--- src/rtl/inst_fetch.sv ---
// rtl/inst_fetch.sv - instruction fetch stage: one outstanding imem read, hold-until-consumed, sticky faults
//
// Ports:
//   clk          in   clock, rising edge
//   rst_         in   asynchronous active-low reset
//   next_pc_in   in   [31:0] next address from the next-PC mux, taken when an instruction is consumed
//   pc           out  [31:0] address of the instruction being fetched or held
//   pc_plus4     out  [31:0] pc + 4 (combinational)
//   imem_req     out  instruction-memory read request
//   imem_addr    out  [31:0] read address (always pc)
//   imem_ack     in   read data valid
//   imem_rdata   in   [31:0] read data
//   inst         out  [31:0] captured instruction
//   inst_valid   out  inst/pc valid for the downstream stage
//   inst_ready   in   downstream consumes inst this cycle
//   fault        out  [1:0] sticky fault: 00 none, 01 misaligned next pc, 10 fetch timeout
//   fetch_count  out  [31:0] instructions consumed, wrapping
module inst_fetch #(
    parameter logic [31:0] RESET_PC = 32'h0000_0000,
    parameter int          MAX_WAIT = 16
) (
    input  logic        clk,
    input  logic        rst_,
    input  logic [31:0] next_pc_in,
    output logic [31:0] pc,
    output logic [31:0] pc_plus4,
    output logic        imem_req,
    output logic [31:0] imem_addr,
    input  logic        imem_ack,
    input  logic [31:0] imem_rdata,
    output logic [31:0] inst,
    output logic        inst_valid,
    input  logic        inst_ready,
    output logic [1:0]  fault,
    output logic [31:0] fetch_count
);

    localparam int WW = (MAX_WAIT > 1) ? $clog2(MAX_WAIT) : 1;
    localparam logic [WW-1:0] LAST_WAIT = WW'(MAX_WAIT - 1);

    typedef enum logic [1:0] {
        FETCH = 2'd0,
        VALID = 2'd1,
        HALT  = 2'd2
    } state_t;

    state_t        state;
    logic [WW-1:0] wait_cnt;

    assign pc_plus4  = pc + 32'd4;
    assign imem_addr = pc;

    // imem_req is a register rather than a decode of FETCH so that it reads 0
    // throughout reset and first rises on the first edge after reset releases.
    // While in FETCH with imem_req still 0 no ack is honoured.
    always_ff @(posedge clk or negedge rst_) begin
        if (!rst_) begin
            state       <= FETCH;
            pc          <= RESET_PC;
            inst        <= 32'd0;
            fault       <= 2'b00;
            fetch_count <= 32'd0;
            wait_cnt    <= '0;
            imem_req    <= 1'b0;
            inst_valid  <= 1'b0;
        end else begin
            case (state)
                FETCH: begin
                    if (!imem_req) begin
                        imem_req <= 1'b1;
                    end else if (imem_ack) begin
                        // An ack on the last allowed cycle still wins over the timeout.
                        inst       <= imem_rdata;
                        wait_cnt   <= '0;
                        imem_req   <= 1'b0;
                        inst_valid <= 1'b1;
                        state      <= VALID;
                    end else if (wait_cnt == LAST_WAIT) begin
                        fault    <= 2'b10;
                        imem_req <= 1'b0;
                        state    <= HALT;
                    end else begin
                        wait_cnt <= wait_cnt + WW'(1);
                    end
                end
                VALID: begin
                    if (inst_ready) begin
                        fetch_count <= fetch_count + 32'd1;
                        inst_valid  <= 1'b0;
                        if (next_pc_in[1:0] == 2'b00) begin
                            pc       <= next_pc_in;
                            imem_req <= 1'b1;
                            state    <= FETCH;
                        end else begin
                            fault <= 2'b01;
                            state <= HALT;
                        end
                    end
                end
                HALT: begin
                    imem_req   <= 1'b0;
                    inst_valid <= 1'b0;
                end
                default: begin
                    imem_req   <= 1'b0;
                    inst_valid <= 1'b0;
                    state      <= HALT;
                end
            endcase
        end
    end

endmodule

--- config.mk ---
export PLATFORM = sky130hd
export DESIGN_NAME = inst_fetch
export DESIGN_NICKNAME = d
export VERILOG_FILES = /design/src/rtl/inst_fetch.sv
export SDC_FILE = /design/constraint.sdc
export NUM_CORES = 1
export LEC_CHECK = 0
export ABC_AREA = 0
export CAP_MARGIN = 40
export CORE_ASPECT_RATIO = 0.6
export CORE_MARGIN = 10
export CORE_UTILIZATION = 42
export CTS_CLUSTER_SIZE = 20
export DETAILED_ROUTE_END_ITERATION = 8
export GPL_TIMING_DRIVEN = 0
export PLACE_DENSITY = 0.9
export SLEW_MARGIN = 20
export SYNTH_ARGS = -nofsm -noshare
export SYNTH_HDL_FRONTEND = slang
export SYNTH_SLANG_ARGS = --single-unit
--- constraint.sdc ---
create_clock -name clk -period 2.41 [get_ports clk]
set_input_delay 0.482 -clock clk [delete_from_list [all_inputs] [get_ports clk]]
set_output_delay 0.482 -clock clk [all_outputs]
set_load 0.01 [all_outputs]
==> flow_summary.json <==
{
  "synth_top_area_cell": "dfrtp_1",
  "syn_nets": 495,
  "ios": 232,
  "port_buffers": 231,
  "avgViaCountPerCell": 4.93,
  "grt_use_total_pct": 18.0,
  "relSlewSlack_pct": 62.8,
  "power.density_nw_per_um2": 413,
  "antenna_found_initial": 0,
  "vdd_ir_drop_max_mv": 0.350,
  "grt_pass1_wl_um": 25300,
  "path_max_fanout": 5,
  "dieArea_um2": 17200,
  "violations": "setup timing",
  "first_pass_iters": 4,
  "grt_max_degree": 75,
  "min_period_ns": 2.51,
  "cts.sinks": 106,
  "p_leak_uw": 0.00390,
  "status": "finished, violations left",
  "row_count": 31,
  "drtIter0Drc": 197,
  "hold_violations": 0,
  "num_vias": 4298,
  "routed_wl_um": 16600,
  "hold_class": "input port to asynchronous set/reset pin",
  "drv_cap": 0,
  "ys_ff_latch": 106,
  "synth.distinct_cells": 39,
  "nNetsFinal": 772,
  "required_ns": 1.93,
  "path_clk_slew_ns": 0.07,
  "rsz0062_at_grt": "true",
  "setup_viol": 7,
  "dp_hpwl_um": 12200,
  "cts-root-buf": "clkbuf_16",
  "fillers": 837,
  "drtAntennaViolNets": 0,
  "start_kind": "flop",
  "arrival_ns": 2.02,
  "hold_buffers": 0,
  "wire_per_inst_um": 19.1,
  "cts_tree": "yes",
  "synth_area_um2": 5140,
  "endpoint_kind": "output port",
  "final_core_util_pct": 68.9,
  "drive_gt1_share_pct": 30.7,
  "initial_utilization_pct": 42.7,
  "worst_pin_slew_ns": 0.554,
  "cts_buffers": 9,
  "area_growth_pct": 61.1,
  "setup.worst_path.start": "imem_addr[9]",
  "max_freq_ghz": 0.399,
  "maxSlewViolCount": 0,
  "fin_skew_ns": 0.00690,
  "core_area_um2": 12000,
  "drc": 0,
  "die_h_um": 106,
  "cts_buffer_depth": 2,
  "overflow": 0,
  "synthCells": 424,
  "synthTopCellsByArea": "dfrtp_1 52%, mux2_2 14%, xnor2_1 8.4%",
  "ys_warn_count": 0,
  "worstSetupPathType": "flop to output port",
  "seq_area_frac_synth_pct": 51.6,
  "fin_crit_sh_pct": 104,
  "die_w_um": 163,
  "dp_slack_ns": -0.466,
  "r2r_start": "fetch_count[7]",
  "clk_latency_ns": 0.33,
  "place.gp.congestion": 0.833,
  "h-tree-depth": 3,
  "num_antenna_cells": 0,
  "syn_area_per_cell_um2": 12.1,
  "grt_pass1_vias": 4527,
  "yosysTopAreaCellShare_pct": 51.6,
  "layout_setup_ws_ns": -0.0967
}
==> cell usage after synthesis <==
cell type,instances
nand3_1,23
a31o_2,1
nand2b_1,4
or3_1,1
nand4_4,1
ha_1,3
nor2b_1,1
nor3_1,5
o21bai_1,1
nor3_2,1
buf_4,34
nor2_1,12
and4b_1,1
o211ai_1,1
a21oi_1,2
a21o_1,1
xnor2_1,49
o21ba_2,1
a211oi_1,1
dfrtp_1,106
buf_2,8
and2_1,5
or4_1,1
inv_1,6
nand2_1,25
clkbuf_1,3
nand4b_1,2
o21ai_0,4
xor2_1,10
nor4b_4,1
and4_1,7
nor4_4,3
o21a_1,1
mux2i_1,1
mux2_2,63
nand4_1,25
and3_1,8
nand3b_4,1
and3_2,1
==> what timing repair did <==
item / 4_1_cts / 5_1_grt
buffers inserted: 21 / 14
pin swaps: 12 / 12
endpoints found under the setup margin: 26 / 20
resized for setup: 114 / 13
gates cloned: 1 / 0
==> worst max-delay path, cell delays in order, from the launching register on <==
cell     delay, ns
dfrtp_2       0.42
nand4_4       0.14
nor4b_4       0.37
buf_6         0.18
buf_6         0.09
nand4_1       0.11
xnor2_1       0.20
buf_2         0.17
==> stage by stage <==
step	TNS [ns]	cells	hold slack (ns)	total power, uW	instance area [um^2]
detailed placement	-7.06	821	0.387	1970	7690
global placement	-320.04	820	0.462	1960	7660
CTS	-0.604	857	0.0180	3460	8140
floorplan	0	424	0.186	1820	5140
global route	-2.31	871	0.0220	3550	8280
finish	-0.267	871	0.0149	3420	8280
==> flip-flops by register name (all words and copies together), names as in the netlist <==
name,flops
fetch_count,32
fault,2
imem_addr,32
wait_cnt,4
state,2
inst,32
inst_valid,1
imem_req,1
==> placed cells by master (no fill, tap or decap), types with 2 or more instances in the layout <==
master,Yosys,routed
a21oi_1,2,2
and2_1,5,5
and3_1,8,6
and3_2,1,2
and4_1,7,7
buf_2,8,26
buf_4,34,62
buf_6,0,9
clkbuf_1,3,2
clkbuf_16,0,9
clkbuf_2,0,2
clkdlybuf4s50_1,0,204
clkinvlp_4,0,2
dfrtp_1,106,91
dfrtp_2,0,15
dlygate4sd2_1,0,5
ha_1,3,2
inv_1,6,6
mux2_2,63,63
nand2_1,25,22
nand2_2,0,2
nand2b_1,4,4
nand3_1,23,19
nand3_2,0,3
nand4_1,25,25
nand4b_1,2,2
nor2_1,12,11
nor3_1,5,4
nor3_2,1,2
nor4_4,3,3
o21ai_0,4,4
xnor2_1,49,47
xnor2_2,0,2
xor2_1,10,10
==> final cells by class <==
type | count | area (um^2) | area share [%]
inverters | 6 | 22.5 | 0.272
repair buffers | 268 | 2540 | 30.6
multi-input cells | 267 | 2240 | 27.0
well taps | 165 | 206 | 2.49
clock buffers | 11 | 243 | 2.93
flip-flops and latches | 106 | 2670 | 32.3
plain buffers | 43 | 299 | 3.61
clock inverters | 5 | 62.6 | 0.756
==> final timing paths <==
| check | endpoint | slack, ns | cells past startpoint |
|---|---|---|---|
| worst max-delay path | pc_plus4[25] | -0.1 | 7 |
| worst min-delay path | imem_addr[4] | 0.01 | 1 |
| worst max register to register | fetch_count[31] | 0.49 | 5 |
| worst min register to register | fetch_count[31] | 0.47 | 1 |
| max in group asynchronous | imem_addr[17] | 1.71 | 2 |
| min in group clk | fetch_count[31] | 0.47 | 1 |
==> layer usage <==
layer  routed length (um)  up-vias  GRT usage, %  part of all wire [%]
met4                  164        0          3.59                  0.99
met5                    0        -             0                     0
met1                 6860     2114          21.5                    41
li1                     -     2010             -                     -
met2                 8290      162          30.8                    50
met3                 1290       12          6.53                   7.7
==> logic make-up after synthesis <==
| logic type | after synthesis | synth area share, % |
|---|---|---|
| adder cells (fa/ha/maj) | 3 | 0.731 |
| multiplexers | 64 | 14.0 |
| AND/OR/NAND/NOR | 128 | 15.5 |
| AO/OA/AOI/OAI | 13 | 1.68 |
| buffers and inverters | 51 | 6.40 |
| XOR/XNOR | 59 | 10.1 |
| flip-flops | 106 | 51.6 |
==> power by group <==
part           internal [uW]  total, uW     switching [uW]
combinational            100        152               52.2
sequential              1780       1780  0.000000000000213
clock                    841       1490                648
total                   2720       3420                700
Power figures use the tool's default switching activity.
